[config.mk]
export PLATFORM = sky130hd
export DESIGN_NAME = alu_cmd_issue_flat
export DESIGN_NICKNAME = d
export VERILOG_FILES = /design/src/rtl/alu_cmd_issue_if.sv /design/src/rtl/alu_cmd_issue.sv /design/src/flat_wrapper.sv
export SDC_FILE = /design/constraint.sdc
export NUM_CORES = 1
export LEC_CHECK = 0
export CAP_MARGIN = 20
export CELL_PAD_IN_SITES_DETAIL_PLACEMENT = 1
export CELL_PAD_IN_SITES_GLOBAL_PLACEMENT = 2
export CORE_MARGIN = 2
export CORE_UTILIZATION = 41
export CTS_CLUSTER_SIZE = 20
export DETAILED_ROUTE_END_ITERATION = 7
export PLACE_DENSITY = 0.81
export SLEW_MARGIN = 20
export SYNTH_ARGS = -nofsm -noshare
export SYNTH_HDL_FRONTEND = slang
export SYNTH_SLANG_ARGS = --single-unit
[constraint.sdc]
create_clock -name clk -period 3.12 [get_ports clk]
set_input_delay 0.312 -clock clk [delete_from_list [all_inputs] [get_ports clk]]
set_output_delay 0.312 -clock clk [all_outputs]
set_load 0.05 [all_outputs]
[src/rtl/alu_cmd_issue_if.sv]
// Command and result handshake bundle between a producer/consumer and alu_cmd_issue.
interface alu_cmd_issue_if;
  logic        cmd_valid;
  logic        cmd_ready;
  logic [15:0] cmd_a;
  logic [15:0] cmd_b;
  logic [3:0]  cmd_func;
  logic        res_valid;
  logic        res_ready;
  logic [15:0] res_data;
  logic [3:0]  res_flags;
  logic [3:0]  res_func;

  modport master (output cmd_valid, cmd_a, cmd_b, cmd_func, res_ready,
                  input  cmd_ready, res_valid, res_data, res_flags, res_func);
  modport slave  (input  cmd_valid, cmd_a, cmd_b, cmd_func, res_ready,
                  output cmd_ready, res_valid, res_data, res_flags, res_func);
endinterface

[src/rtl/alu_cmd_issue.sv]
// Issue stage for a clocked ALU: command FIFO, one-at-a-time issue, wait for
// the ALU's registered latency, then hold the captured result until accepted.
module alu_cmd_issue #(
  parameter int DEPTH   = 4,
  parameter int ALU_LAT = 1
) (
  input  logic                   clk,
  input  logic                   rst_n,
  alu_cmd_issue_if.slave         bus,
  output logic [15:0]            alu_a,
  output logic [15:0]            alu_b,
  output logic [3:0]             alu_func,
  input  logic [15:0]            alu_out,
  input  logic [3:0]             alu_flags,
  output logic [$clog2(DEPTH):0] fifo_level,
  output logic                   busy
);
  localparam int PW = $clog2(DEPTH);
  localparam int LW = PW + 1;
  localparam int CW = (ALU_LAT < 1) ? 1 : $clog2(ALU_LAT + 1);

  typedef enum logic [1:0] {IDLE, WAIT, HOLD} state_e;
  typedef struct packed {
    logic [15:0] a;
    logic [15:0] b;
    logic [3:0]  func;
  } cmd_t;

  cmd_t          mem_q [DEPTH];
  cmd_t          head;
  logic [PW-1:0] wptr_q, rptr_q;
  logic [LW-1:0] level_q, level_d;
  logic          ready_q;
  state_e        state_q, state_d;
  logic [CW-1:0] cnt_q, cnt_d;
  logic [15:0]   alu_a_q, alu_a_d, alu_b_q, alu_b_d, res_data_q, res_data_d;
  logic [3:0]    alu_func_q, alu_func_d, res_flags_q, res_flags_d, res_func_q, res_func_d;
  logic          res_valid_q, res_valid_d;
  logic          push, pop;

  assign head = mem_q[rptr_q];
  assign push = bus.cmd_valid && ready_q;

  always_comb begin
    state_d     = state_q;
    cnt_d       = cnt_q;
    alu_a_d     = alu_a_q;
    alu_b_d     = alu_b_q;
    alu_func_d  = alu_func_q;
    res_data_d  = res_data_q;
    res_flags_d = res_flags_q;
    res_func_d  = res_func_q;
    res_valid_d = res_valid_q;
    pop         = 1'b0;
    case (state_q)
      IDLE: if (level_q != '0) begin
        pop        = 1'b1;
        alu_a_d    = head.a;
        alu_b_d    = head.b;
        alu_func_d = head.func;
        res_func_d = head.func;
        cnt_d      = CW'(ALU_LAT);
        state_d    = WAIT;
      end
      WAIT: if (cnt_q == '0) begin
        res_data_d  = alu_out;
        res_flags_d = alu_flags;
        res_valid_d = 1'b1;
        state_d     = HOLD;
      end else begin
        cnt_d = cnt_q - CW'(1);
      end
      HOLD: if (bus.res_ready) begin
        res_valid_d = 1'b0;
        state_d     = IDLE;
      end
      default: state_d = IDLE;
    endcase
    level_d = level_q + LW'(push) - LW'(pop);
  end

  // Storage carries no reset: occupancy is tracked solely by the pointers/level.
  always_ff @(posedge clk) begin
    if (push) mem_q[wptr_q] <= '{a: bus.cmd_a, b: bus.cmd_b, func: bus.cmd_func};
  end

  always_ff @(posedge clk or negedge rst_n) begin
    if (!rst_n) begin
      state_q     <= IDLE;
      cnt_q       <= '0;
      wptr_q      <= '0;
      rptr_q      <= '0;
      level_q     <= '0;
      ready_q     <= 1'b0;
      alu_a_q     <= '0;
      alu_b_q     <= '0;
      alu_func_q  <= '0;
      res_data_q  <= '0;
      res_flags_q <= '0;
      res_func_q  <= '0;
      res_valid_q <= 1'b0;
    end else begin
      state_q     <= state_d;
      cnt_q       <= cnt_d;
      level_q     <= level_d;
      // Ready is a function of the next level only, so a pop never enables a push at full.
      ready_q     <= (level_d < LW'(DEPTH));
      alu_a_q     <= alu_a_d;
      alu_b_q     <= alu_b_d;
      alu_func_q  <= alu_func_d;
      res_data_q  <= res_data_d;
      res_flags_q <= res_flags_d;
      res_func_q  <= res_func_d;
      res_valid_q <= res_valid_d;
      if (push) wptr_q <= wptr_q + PW'(1);
      if (pop)  rptr_q <= rptr_q + PW'(1);
    end
  end

  assign bus.cmd_ready = ready_q;
  assign bus.res_valid = res_valid_q;
  assign bus.res_data  = res_data_q;
  assign bus.res_flags = res_flags_q;
  assign bus.res_func  = res_func_q;
  assign alu_a         = alu_a_q;
  assign alu_b         = alu_b_q;
  assign alu_func      = alu_func_q;
  assign fifo_level    = level_q;
  assign busy          = (state_q != IDLE);
endmodule

[src/flat_wrapper.sv]
// flat-port wrapper written by rule: the top's interface ports become plain ports
module alu_cmd_issue_flat 
#(
  parameter int DEPTH   = 4,
  parameter int ALU_LAT = 1
)
  (clk, rst_n, alu_a, alu_b, alu_func, alu_out, alu_flags, fifo_level, busy, bus_cmd_valid, bus_cmd_a, bus_cmd_b, bus_cmd_func, bus_res_ready, bus_cmd_ready, bus_res_valid, bus_res_data, bus_res_flags, bus_res_func);
  alu_cmd_issue_if bus_i ();
  input  logic clk;
  input  logic rst_n;
  output logic [15:0] alu_a;
  output logic [15:0] alu_b;
  output logic [3:0] alu_func;
  input  logic [15:0] alu_out;
  input  logic [3:0] alu_flags;
  output logic [$clog2(DEPTH):0] fifo_level;
  output logic busy;
  input wire logic [$bits(bus_i.cmd_valid)-1:0] bus_cmd_valid;
  input wire logic [$bits(bus_i.cmd_a)-1:0] bus_cmd_a;
  input wire logic [$bits(bus_i.cmd_b)-1:0] bus_cmd_b;
  input wire logic [$bits(bus_i.cmd_func)-1:0] bus_cmd_func;
  input wire logic [$bits(bus_i.res_ready)-1:0] bus_res_ready;
  output wire logic [$bits(bus_i.cmd_ready)-1:0] bus_cmd_ready;
  output wire logic [$bits(bus_i.res_valid)-1:0] bus_res_valid;
  output wire logic [$bits(bus_i.res_data)-1:0] bus_res_data;
  output wire logic [$bits(bus_i.res_flags)-1:0] bus_res_flags;
  output wire logic [$bits(bus_i.res_func)-1:0] bus_res_func;
  assign bus_i.cmd_valid = bus_cmd_valid;
  assign bus_i.cmd_a = bus_cmd_a;
  assign bus_i.cmd_b = bus_cmd_b;
  assign bus_i.cmd_func = bus_cmd_func;
  assign bus_i.res_ready = bus_res_ready;
  assign bus_cmd_ready = bus_i.cmd_ready;
  assign bus_res_valid = bus_i.res_valid;
  assign bus_res_data = bus_i.res_data;
  assign bus_res_flags = bus_i.res_flags;
  assign bus_res_func = bus_i.res_func;
  alu_cmd_issue #(.DEPTH(DEPTH), .ALU_LAT(ALU_LAT)) u_core (.clk(clk), .rst_n(rst_n), .bus(bus_i), .alu_a(alu_a), .alu_b(alu_b), .alu_func(alu_func), .alu_out(alu_out), .alu_flags(alu_flags), .fifo_level(fifo_level), .busy(busy));
endmodule
# After elaboration in Yosys (flattened, before gate mapping)
# Memories as Yosys holds them, arrays and structs flattened. A register that Yosys moved wholly into a read port is not among the register bits.
# Cells that the tools add are included.
# op_classes
add_sub_neg,5
magnitude_cmp,1
n_eq_ne,5
mux,14
bitwise,1
reduce_logical,12
# op_table
operator,n
two-way mux 1 bit,8
two-way mux 2 bit,3
one-hot mux 2 bit (3 select lines),1
AND reduction 2 bit,3
AND reduction 3 bit,2
nonzero test 2 bit,3
adder 2 x 1 -> 2 bit (second input constant),2
!= test 2 bit (second input constant),2
one-hot mux 1 bit (2 select lines),2
adder 3 x 1 -> 3 bit,1
< comparator 3 bit (second input constant),1
nonzero test 3 bit,1
subtractor 3 x 1 -> 3 bit,1
equality test 2 x 1 -> 1 bit (second input constant),1
equality test 2 bit (second input constant),1
logical NOT 2 bit,1
!= test 2 x 1 -> 1 bit (second input constant),1
logical AND 1 bit,1
logical NOT 1 bit,1
NOT 1 bit,1
subtractor 1 bit (second input constant),1
# word_totals
regBits,32
mem_bits_rw,144
input_bits,60
output_inout_bits,66
word_cells,48
n_memories,1
# memory_table
memory,depth,word_bits,read_ports,rd_clocked_by_memory_dff,wr,line_no,source
u_core.mem_q,4,36,1,1,1,alu_cmd_issue.sv:29,cmd_t mem_q [DEPTH];

# Logic depth before layout (Yosys ltp)
# Gate-level depths: netlist (run 1).
# depth
word_depth,5
ltp_mapped,11
mapped_depth_nobuf,9

# Least setup slack after synthesis (run 1)
# Ideal clock, no wire load.
# synth_timing
path_kind,flip-flop to flip-flop
startpoint,register u_core.level_q[2] (netlist: u_core.fifo_level[2])
endpoint,register u_core.level_q[2] (netlist: u_core.fifo_level[2])
setup_ns,0.122
arrival_ns,2.515
required_ns,2.998
setup_slack_ns,0.484
path_stages_with_launch,12
path_buffers,2
synth_period_minus_slack_ns,2.636
path_cell_list,dfrtp_1 -> nor3_2 -> nor2_2 -> buf_4 -> buf_6 -> ha_1 -> inv_1 -> ha_1 -> fa_1 -> xnor2_1 -> xnor2_1 -> inv_1
# synth_between
elab_chain_len,4
word_cells_on_any_way,5
classes_between,2 x add/sub; 2 x mux; 1 x reduce/logical
# synth_lines
item,line_no,source
start: declaration,alu_cmd_issue.sv:32,"logic [LW-1:0] level_q, level_d;"
start signal: assignment,alu_cmd_issue.sv:105,level_q <= level_d;
nonzero test 3 bit,alu_cmd_issue.sv:56,IDLE: if (level_q != '0) begin
two-way mux 1 bit,alu_cmd_issue.sv:56,
two-way mux 1 bit,alu_cmd_issue.sv:55,case (state_q)
net u_core.pop,alu_cmd_issue.sv:39,"logic push, pop;"
subtractor 3 x 1 -> 3 bit,alu_cmd_issue.sv:79,level_d = level_q + LW'(push) - LW'(pop);
net u_core.level_d[2],alu_cmd_issue.sv:32,
# The timed path passes the listed nets, and every way through them passes these cells.
# A chain may end at the register's enable or synchronous reset.

# Worst setup path after layout (run 1)
# layout_timing
startpoint,register u_core.state_q[1]
endpoint,output busy
# layout_between
elab_chain_len,1
# layout_lines
item,line_no,source
start: declaration,alu_cmd_issue.sv:34,"state_e state_q, state_d;"
start signal: assignment,alu_cmd_issue.sv:103,state_q <= state_d;
nonzero test 2 bit,alu_cmd_issue.sv:129,assign busy = (state_q != IDLE);
end: declaration,flat_wrapper.sv:17,output logic busy;
# Every way passes these cells.

==> flow_metrics.env, run 1 <==
export IMPL_vias=3917
export IMPL_wl_per_cell_um=20.89
export IMPL_async_flop_share_pct=32.08
export IMPL_placeableCoreArea_um2=18890
export IMPL_synth_cells=365
export IMPL_muxShareOfSynthArea_pct=18.73
export IMPL_finClkSkew_ns=0.007786
export IMPL_gp_congestion=0.7111
export IMPL_finalSetupViolations=0
export IMPL_p_leak_nw=3.698
export IMPL_cts_tree="yes"
export IMPL_worstMarginPinSlew_ns=0.9707
export IMPL_met1_usage_pct=21.66
export IMPL_synth_area_leader_cell="edfxtp_1"
export IMPL_cts_buffers_inserted=22
export IMPL_p_per_area_nw_per_um2=1149
export IMPL_place_inst=743
export IMPL_grt_pass1_wl_mm=25.70
export IMPL_maxSlewViolCount=0
export IMPL_arrival_ns=2.04
export IMPL_io_buffer_count=125
export IMPL_drtIter0Drc=138
export IMPL_fin_util_pct=54.23
export IMPL_synth_seq_area_share_pct=75.74
export IMPL_antenna_found_initial=0
export IMPL_postSynthAreaPerCell_um2=21.80
export IMPL_synth_top_family_by_area="multiplexers"
export IMPL_synth_ff_type="edfxtp_1"
export IMPL_grt_pass1_vias=4366
export IMPL_synth_xor_area_share_pct=0.5504
export IMPL_place_ws_ns=0.8326
export IMPL_hp_class="input port to flop"
export IMPL_grt_max_degree=69
export IMPL_die_x_um=143.3
export IMPL_drc_errors=0
export IMPL_clkSlewWorstSetupHoldPaths_ns=0.06
export IMPL_dieArea_um2=20540
export IMPL_hpwl_mm=10.50
export IMPL_area_delta_synth_final_pct=28.76
export IMPL_synth_compound_area_share_pct=0.3774
export IMPL_place_area_um2=9495
export IMPL_antenna_left=0
export IMPL_tns_ns=0
export IMPL_max_freq_ghz=0.4252
export IMPL_grt_use_met2_pct=27.93
export IMPL_critPathKind="flop to output pin"
export IMPL_grt_usage_pct=16.45
export IMPL_drt_first_pass_iters=4
export IMPL_final_area_um2=10240
export IMPL_routed_wl_mm=16.38
export IMPL_clkSinkCount=212
export IMPL_cts_max_path_buffers=3
export IMPL_peakVddDrop_uv=680.7
export IMPL_post_cts_resized=0
export IMPL_cts_root_buf="clkbuf_16"
export IMPL_period_share_pct=75.37
export IMPL_rows=50
export IMPL_endpoint_kind="output pin"
export IMPL_synthMostInstantiatedCell="edfxtp_1"
export IMPL_finalCriticalPeriod_ns=2.352
export IMPL_drive_gt1_share_pct=27.48
export IMPL_diodes=0
export IMPL_relSlewSlack_pct=35.29
export IMPL_synth_seq_cells=212
export IMPL_start_util_pct=42.11
export IMPL_synth_common_cells="edfxtp_1 (144), dfrtp_1 (68), mux2_2 (44)"
export IMPL_setup_ws_ns=0.7684
export IMPL_ys_top_cells_by_area="edfxtp_1 (54%), dfrtp_1 (21%), mux4_2 (9.9%)"
export IMPL_crit_required_ns=2.81
export IMPL_synth_edff_count=144
export IMPL_syn_nets=432
export IMPL_cap_viol_max_count=0
export IMPL_cts_max_level=1
export IMPL_synth_top_area_share_pct=54.35
export IMPL_layout_nets=575
export IMPL_finalHoldViolations=0
export IMPL_ys_types=29
export IMPL_gr_usage_met3_pct=3.266
export IMPL_ios=126
export IMPL_overflow=0
export IMPL_status="finished clean"
export IMPL_final_cells=784
export IMPL_syn_cell_area_um2=7956
export IMPL_clock_latency_ns=0.50
export IMPL_synth_warnings=0
export IMPL_layout_filler_cells=1701
export IMPL_cp_max_fo=5
export IMPL_synth_adder_area_share_pct=1.195
export IMPL_cp_start_kind="flop"
export IMPL_rsz0062_at_grt="false"
export IMPL_via_per_inst=4.996
export IMPL_grt_busiest_layer="met2"
export IMPL_fp_dieH_um=143.3
export IMPL_synth_simple_gate_area_share_pct=1.195
==> worst paths after layout <==
path	from	end	cells after the start	slack, ns
max	u_core.state_q[1]	busy	2	0.77
min	bus_res_ready	u_core.state_q[1]	2	0.41
max reg2reg	u_core.fifo_level[2]	u_core.fifo_level[2]	9	0.82
min reg2reg	u_core.alu_a[4]	u_core.alu_a[4]	1	0.51
max in group asynchronous	rst_n	u_core.rptr_q[1]	2	1.97
min in group asynchronous	rst_n	u_core.bus.res_data[15]	2	0.50
==> per-stage QoR <==
stage / power [W] / hold WS, ns
2_1_floorplan: 0.007696 / 0.01641
3_5_place_dp: 0.009209 / 0.4972
5_1_grt: 0.01232 / 0.4135
6_report: 0.01177 / 0.4069
4_1_cts: 0.01194 / 0.3818
3_3_place_gp: 0.009073 / 0.4881
==> layer usage <==
metal	wire, µm	vias up
li1	-	1715
met1	6821	2023
met2	8174	149
met3	1012	30
met4	369	0
met5	0	-
==> what timing repair did <==
item | CTS | global route
endpoints found under the hold margin | 60 | 0
setup buffers | 0 | 0
hold buffers | 1 | 0
==> area by class of cell <==
class / count / area, µm² / area share (%)
multi-input combinational: 126 / 1764 / 17.22
clock inverter: 11 / 131.4 / 1.282
timing repair buffer: 137 / 1354 / 13.21
sequential: 212 / 6028 / 58.84
inverter: 9 / 33.78 / 0.3298
clock buffer: 29 / 608.1 / 5.936
tap: 260 / 325.3 / 3.175
==> critical path, stage by stage (launching register included) <==
cell             delay (ns)
dfrtp_1                0.40
or2_1                  0.25
clkdlybuf4s50_1        0.89
==> kinds of logic after synthesis <==
group / count (synthesis)
flops: 212
mux: 92
buf+inv: 27
simple gates: 17
fa+ha+maj: 7
compound gates: 5
xor+xnor: 5
==> report_power, final <==
group          switching, W  internal (W)  total, W
Sequential         0.000521       0.00378   0.00430
Combinational       0.00273       0.00207   0.00480
Clock               0.00105       0.00162   0.00267
==> cells in the final DEF, fill, tap and decap left out, types with 3 or more instances in the layout <==
cell type / count
and3_2: 4
buf_4: 11
bufinv_16: 3
clkbuf_1: 5
clkbuf_16: 23
clkdlybuf4s50_1: 124
clkinv_2: 5
dfrtp_1: 66
edfxtp_1: 144
ha_1: 6
inv_1: 9
mux2_2: 44
mux2_4: 12
mux4_2: 35
nor2_1: 4
xnor2_1: 3
==> sequential cells by signal, summed over array words and instances (netlist names), 3 cells and up <==
name,cells
u_core.alu_a,16
u_core.alu_b,16
u_core.alu_func,4
u_core.bus.res_data,16
u_core.bus.res_flags,4
u_core.fifo_level,3
u_core.mem_q,144
Note: power is estimated with default switching activity, not from simulation.
==> run 2, diff against run 1 <==
==> constraint.sdc (replaced) <==
create_clock -name clk -period 2.25 [get_ports clk]
set_input_delay 0.225 -clock clk [delete_from_list [all_inputs] [get_ports clk]]
set_output_delay 0.225 -clock clk [all_outputs]
set_load 0.05 [all_outputs]
==> flow_metrics.env, run 2 (synthesis results as in run 1) <==
export IMPL_status="finished clean"
export IMPL_fin_util_pct=54.78
export IMPL_cts_max_path_buffers=3
export IMPL_relSlewSlack_pct=54.83
export IMPL_grt_max_degree=39
export IMPL_cp_max_fo=4
export IMPL_via_per_inst=4.964
export IMPL_peakVddDrop_uv=837.6
export IMPL_rrSetupSlack_ns=0.15
export IMPL_grt_busiest_layer="met2"
export IMPL_die_x_um=143.3
export IMPL_drive_gt1_share_pct=28.22
export IMPL_overflow=0
export IMPL_cts_root_buf="clkbuf_16"
export IMPL_clock_latency_ns=0.51
export IMPL_hpwl_mm=9.492
export IMPL_worstMarginPinSlew_ns=0.6776
export IMPL_grt_pass1_vias=4404
export IMPL_period_share_pct=95.13
export IMPL_critPathKind="flop to output pin"
export IMPL_cap_viol_max_count=0
export IMPL_ios=126
export IMPL_gp_congestion=0.6932
export IMPL_final_common_cell="edfxtp_1"
export IMPL_arrival_ns=1.92
export IMPL_finalSetupViolations=0
export IMPL_largest_reg_flops=144
export IMPL_p_per_area_nw_per_um2=1582
export IMPL_cpPeakStageDelay_ns=0.73
export IMPL_io_buffer_count=125
export IMPL_final_cells=788
export IMPL_routed_wl_mm=16.01
export IMPL_cts_buffers_inserted=24
export IMPL_crit_required_ns=2.03
export IMPL_maxSlewViolCount=0
export IMPL_timing_rr_end="u_core.fifo_level[2]"
export IMPL_drtIter0Drc=128
export IMPL_crit_slowest_cell="clkdlybuf4s50_1"
export IMPL_area_delta_synth_final_pct=30.08
export IMPL_gr_usage_met3_pct=3.832
export IMPL_drc_errors=0
export IMPL_place_area_um2=9605
export IMPL_crit_buf_inv=1
export IMPL_reg2reg_from="u_core.fifo_level[1]"
export IMPL_place_inst=743
export IMPL_clkSlewWorstSetupHoldPaths_ns=0.05
export IMPL_cts_max_level=1
export IMPL_critical_path_top_delay_family="buffers and inverters"
export IMPL_grt_use_met2_pct=27.63
export IMPL_crit_chain="or2_4, clkdlybuf4s50_1"
export IMPL_fp_dieH_um=143.3
export IMPL_placeableCoreArea_um2=18890
export IMPL_cts_tree="yes"
export IMPL_ff2ff_path_depth=9
export IMPL_wl_per_cell_um=20.32
export IMPL_grt_usage_pct=15.98
export IMPL_diodes=0
export IMPL_antenna_found_initial=0
export IMPL_p_leak_nw=3.704
export IMPL_final_area_um2=10350
export IMPL_cts_setup_buffers=0
export IMPL_met1_usage_pct=20.59
export IMPL_start_util_pct=42.11
export IMPL_finClkSkew_ns=0.008794
export IMPL_rsz0062_at_grt="false"
export IMPL_hp_class="input port to asynchronous set/reset pin"
export IMPL_endpoint_kind="output pin"
export IMPL_grt_pass1_wl_mm=24.91
export IMPL_regMostFlops="u_core.mem_q"
export IMPL_max_freq_ghz=0.4672
export IMPL_layout_common_cells="edfxtp_1 (144), clkdlybuf4s50_1 (124), dfrtp_1 (63)"
export IMPL_clkSinkCount=212
export IMPL_finalCriticalPeriod_ns=2.140
export IMPL_drt_first_pass_iters=4
export IMPL_antenna_left=0
export IMPL_cp_start_kind="flop"
export IMPL_layout_nets=577
export IMPL_dieArea_um2=20540
export IMPL_rows=50
export IMPL_vias=3912
export IMPL_finalHoldViolations=0
==> run 2: how the worst max path moves through the flow <==
stage,depth (start not counted),endpoint,startpoint,slack (ns)
6_report,2,busy,u_core.state_q[0],0.11
4_1_cts,2,busy,u_core.state_q[1],0.08
3_3_place_gp,9,u_core.fifo_level[2],u_core.fifo_level[1],0.19
3_5_place_dp,9,u_core.fifo_level[2],u_core.fifo_level[1],0.09
2_1_floorplan,11,u_core.fifo_level[2],u_core.fifo_level[1],-0.17
5_1_grt,2,busy,u_core.state_q[1],0.07
==> run 2: layer usage <==
layer | part of all wire [%] | wire [µm]
met4 | 1.9 | 309
met2 | 50 | 7941
met3 | 6.6 | 1064
met5 | 0 | 0
met1 | 42 | 6697
==> run 2: area by class of cell <==
cell class,instances,area (µm²)
clock buffer,44,726.9
fill,1666,8543
inverter,9,33.78
multi-input combinational,126,1815
sequential,212,6032
tap,260,325.3
timing repair buffer,137,1416
==> run 2: report_power, final <==
part           leakage (nW)  internal (W)  switching [W]
sequential             2.10       0.00525       0.000586
clock                 0.349       0.00215        0.00141
combinational          1.25       0.00301        0.00396
total                  3.70        0.0104        0.00596
==> run 2: stage by stage <==
stage               TNS, ns  total power, W  worst slack (ns)  hold WS (ns)
floorplan           -0.2585         0.01080           -0.1668      -0.07059
global placement          0         0.01274            0.1913        0.2333
detailed placement        0         0.01294           0.08913        0.2439
CTS                       0         0.01660           0.08163        0.2520
global route              0         0.01716           0.06923        0.3073
finish                    0         0.01637            0.1095        0.2644
==> run 2: worst register-to-register path, stage by stage, from the launching register on <==
cell	delay, ns
dfrtp_2	0.45
nor3_4	0.27
nor2_4	0.08
ha_4	0.26
inv_2	0.04
ha_4	0.15
fa_2	0.37
xnor2_2	0.16
xnor2_2	0.18
inv_1	0.05
==> run 2: what timing repair did <==
item	CTS	global route
setup endpoints to repair	0	1
endpoints found under the hold margin	36	0
hold buffers	1	0
resized for setup	0	1
==> run 3, diff against run 2 <==
--- a/config.mk
+++ b/config.mk
@@ -8,10 +8,12 @@
 export CAP_MARGIN = 20
 export CELL_PAD_IN_SITES_DETAIL_PLACEMENT = 1
 export CELL_PAD_IN_SITES_GLOBAL_PLACEMENT = 2
+export CORE_ASPECT_RATIO = 0.75
 export CORE_MARGIN = 2
 export CORE_UTILIZATION = 41
 export CTS_CLUSTER_SIZE = 20
 export DETAILED_ROUTE_END_ITERATION = 7
+export HOLD_SLACK_MARGIN = 0.03
 export PLACE_DENSITY = 0.81
 export SLEW_MARGIN = 20
 export SYNTH_ARGS = -nofsm -noshare
==> flow_metrics.env, run 3 (synthesis results as in run 1) <==
export IMPL_arrival_ns=1.91
export IMPL_relSlewSlack_pct=52.09
export IMPL_layout_nets=573
export IMPL_endpoint_kind="output pin"
export IMPL_p_per_area_nw_per_um2=1581
export IMPL_grt_pass1_vias=4357
export IMPL_crit_required_ns=2.03
export IMPL_worstMarginPinSlew_ns=0.7187
export IMPL_placeableCoreArea_um2=19210
export IMPL_regMostFlops="u_core.mem_q"
export IMPL_antenna_left=0
export IMPL_clock_latency_ns=0.48
export IMPL_holdWs_ns=0.3198
export IMPL_drt_first_pass_iters=4
export IMPL_rsz0062_at_grt="false"
export IMPL_rows=44
export IMPL_final_common_cell="edfxtp_1"
export IMPL_fp_dieH_um=124.6
export IMPL_peakVddDrop_uv=842.9
export IMPL_hpwl_mm=9.789
export IMPL_p_total_w=0.01629
export IMPL_p_leak_nw=3.693
export IMPL_layout_common_cells="edfxtp_1 (144), clkdlybuf4s50_1 (124), dfrtp_1 (63)"
export IMPL_largest_reg_flops=144
export IMPL_cts_tree="yes"
export IMPL_cp_max_fo=5
export IMPL_die_x_um=164.9
export IMPL_hp_class="input port to asynchronous set/reset pin"
export IMPL_critPathKind="flop to output pin"
export IMPL_area_delta_synth_final_pct=29.52
export IMPL_clkSinkCount=212
export IMPL_cts_root_buf="clkbuf_16"
export IMPL_wl_per_cell_um=20.78
export IMPL_antenna_found_initial=0
export IMPL_maxSlewViolCount=0
export IMPL_grt_usage_pct=16.39
export IMPL_finalHoldViolations=0
export IMPL_post_cts_resized=0
export IMPL_cts_hold_buf=1
export IMPL_dieArea_um2=20550
export IMPL_gp_congestion=0.7198
export IMPL_routed_wl_mm=16.08
export IMPL_layout_area_seq_um2=6032
export IMPL_drc_errors=0
export IMPL_start_util_pct=41.41
export IMPL_cp_start_kind="flop"
export IMPL_finClkSkew_ns=0.009284
export IMPL_grt_pass1_wl_mm=25.34
export IMPL_via_per_inst=5.003
export IMPL_vias=3872
export IMPL_clkSlewWorstSetupHoldPaths_ns=0.06
export IMPL_cts_max_path_buffers=3
export IMPL_overflow=0
export IMPL_finalCriticalPeriod_ns=2.135
export IMPL_cts_setup_buffers=0
export IMPL_cap_viol_max_count=0
export IMPL_status="finished clean"
export IMPL_io_buffer_count=125
export IMPL_multi_input_area_um2=1808
export IMPL_ios=126
export IMPL_grt_max_degree=50
export IMPL_cts_max_level=1
export IMPL_drive_gt1_share_pct=28.85
export IMPL_finalSetupViolations=0
export IMPL_max_freq_ghz=0.4683
export IMPL_cts_buffers_inserted=21
export IMPL_drtIter0Drc=154
export IMPL_layout_filler_cells=1692
export IMPL_period_share_pct=94.90
run 3: cell count changes in the layout (fill, tap and decap cells not counted), moves of 2 or more:
| cell | previous run | this run |
|---|---|---|
| clkbuf_16 | 25 | 21 |
| clkinv_1 | 0 | 3 |
| clkbuf_1 | 16 | 3 |
| clkinv_2 | 0 | 5 |
| bufinv_16 | 0 | 3 |
| buf_4 | 6 | 4 |
run 3: metal layers:
| layer | up-vias | GRT usage [%] | wire length, µm |
|---|---|---|---|
| li1 | 1705 | - | - |
| met1 | 2057 | 23.04 | 7022 |
| met2 | 87 | 27.15 | 8051 |
| met3 | 23 | 2.764 | 726 |
| met4 | 0 | 3.427 | 280 |
| met5 | - | 0 | 0 |
run 3: final timing paths:
kind | slack [ns] | start | end | cells after the start
max | 0.11 | u_core.state_q[1] | busy | 2
min | 0.32 | rst_n | u_core.alu_a[5] | 2
min in group clk | 0.35 | alu_flags[3] | u_core.bus.res_flags[3] | 2
max in group asynchronous | 1.35 | rst_n | u_core.alu_func[1] | 3
min reg2reg | 0.51 | u_core.alu_a[5] | u_core.alu_a[5] | 1
max reg2reg | 0.12 | u_core.fifo_level[1] | u_core.fifo_level[2] | 9
run 3: cell type report:
class                   instances  area share (%)
well taps                     253           3.072
clock inverters                11           1.226
flip-flops and latches        212           58.54
multi-input cells             126           17.54
repair buffers                136           13.79
inverters                       9          0.3278
diodes                          1         0.02428
clock buffers                  26           5.476
run 3: worst max-delay path: stages, from the launching register on:
cell             delay [ns]
dfrtp_1                0.42
or2_4                  0.28
clkdlybuf4s50_1        0.73
run 3: metrics by stage:
stage	worst slack [ns]	area [µm²]	std cells	setup TNS (ns)	util (%)
floorplan	-0.1668	8011	365	-0.2585	-
global placement	0.1783	9602	735	0	49.97
detailed placement	0.08403	9602	735	0	49.97
CTS	0.08502	10300	773	0	53.62
global route	0.009395	10300	773	0	53.62
finish	0.1148	10300	774	0	53.63
run 3: where the power goes:
part           leakage (nW)  switching, W  internal (W)
Sequential             2.10      0.000609       0.00525
Clock                 0.343       0.00139       0.00212
Combinational          1.25       0.00394       0.00299
Total                  3.69       0.00593        0.0104
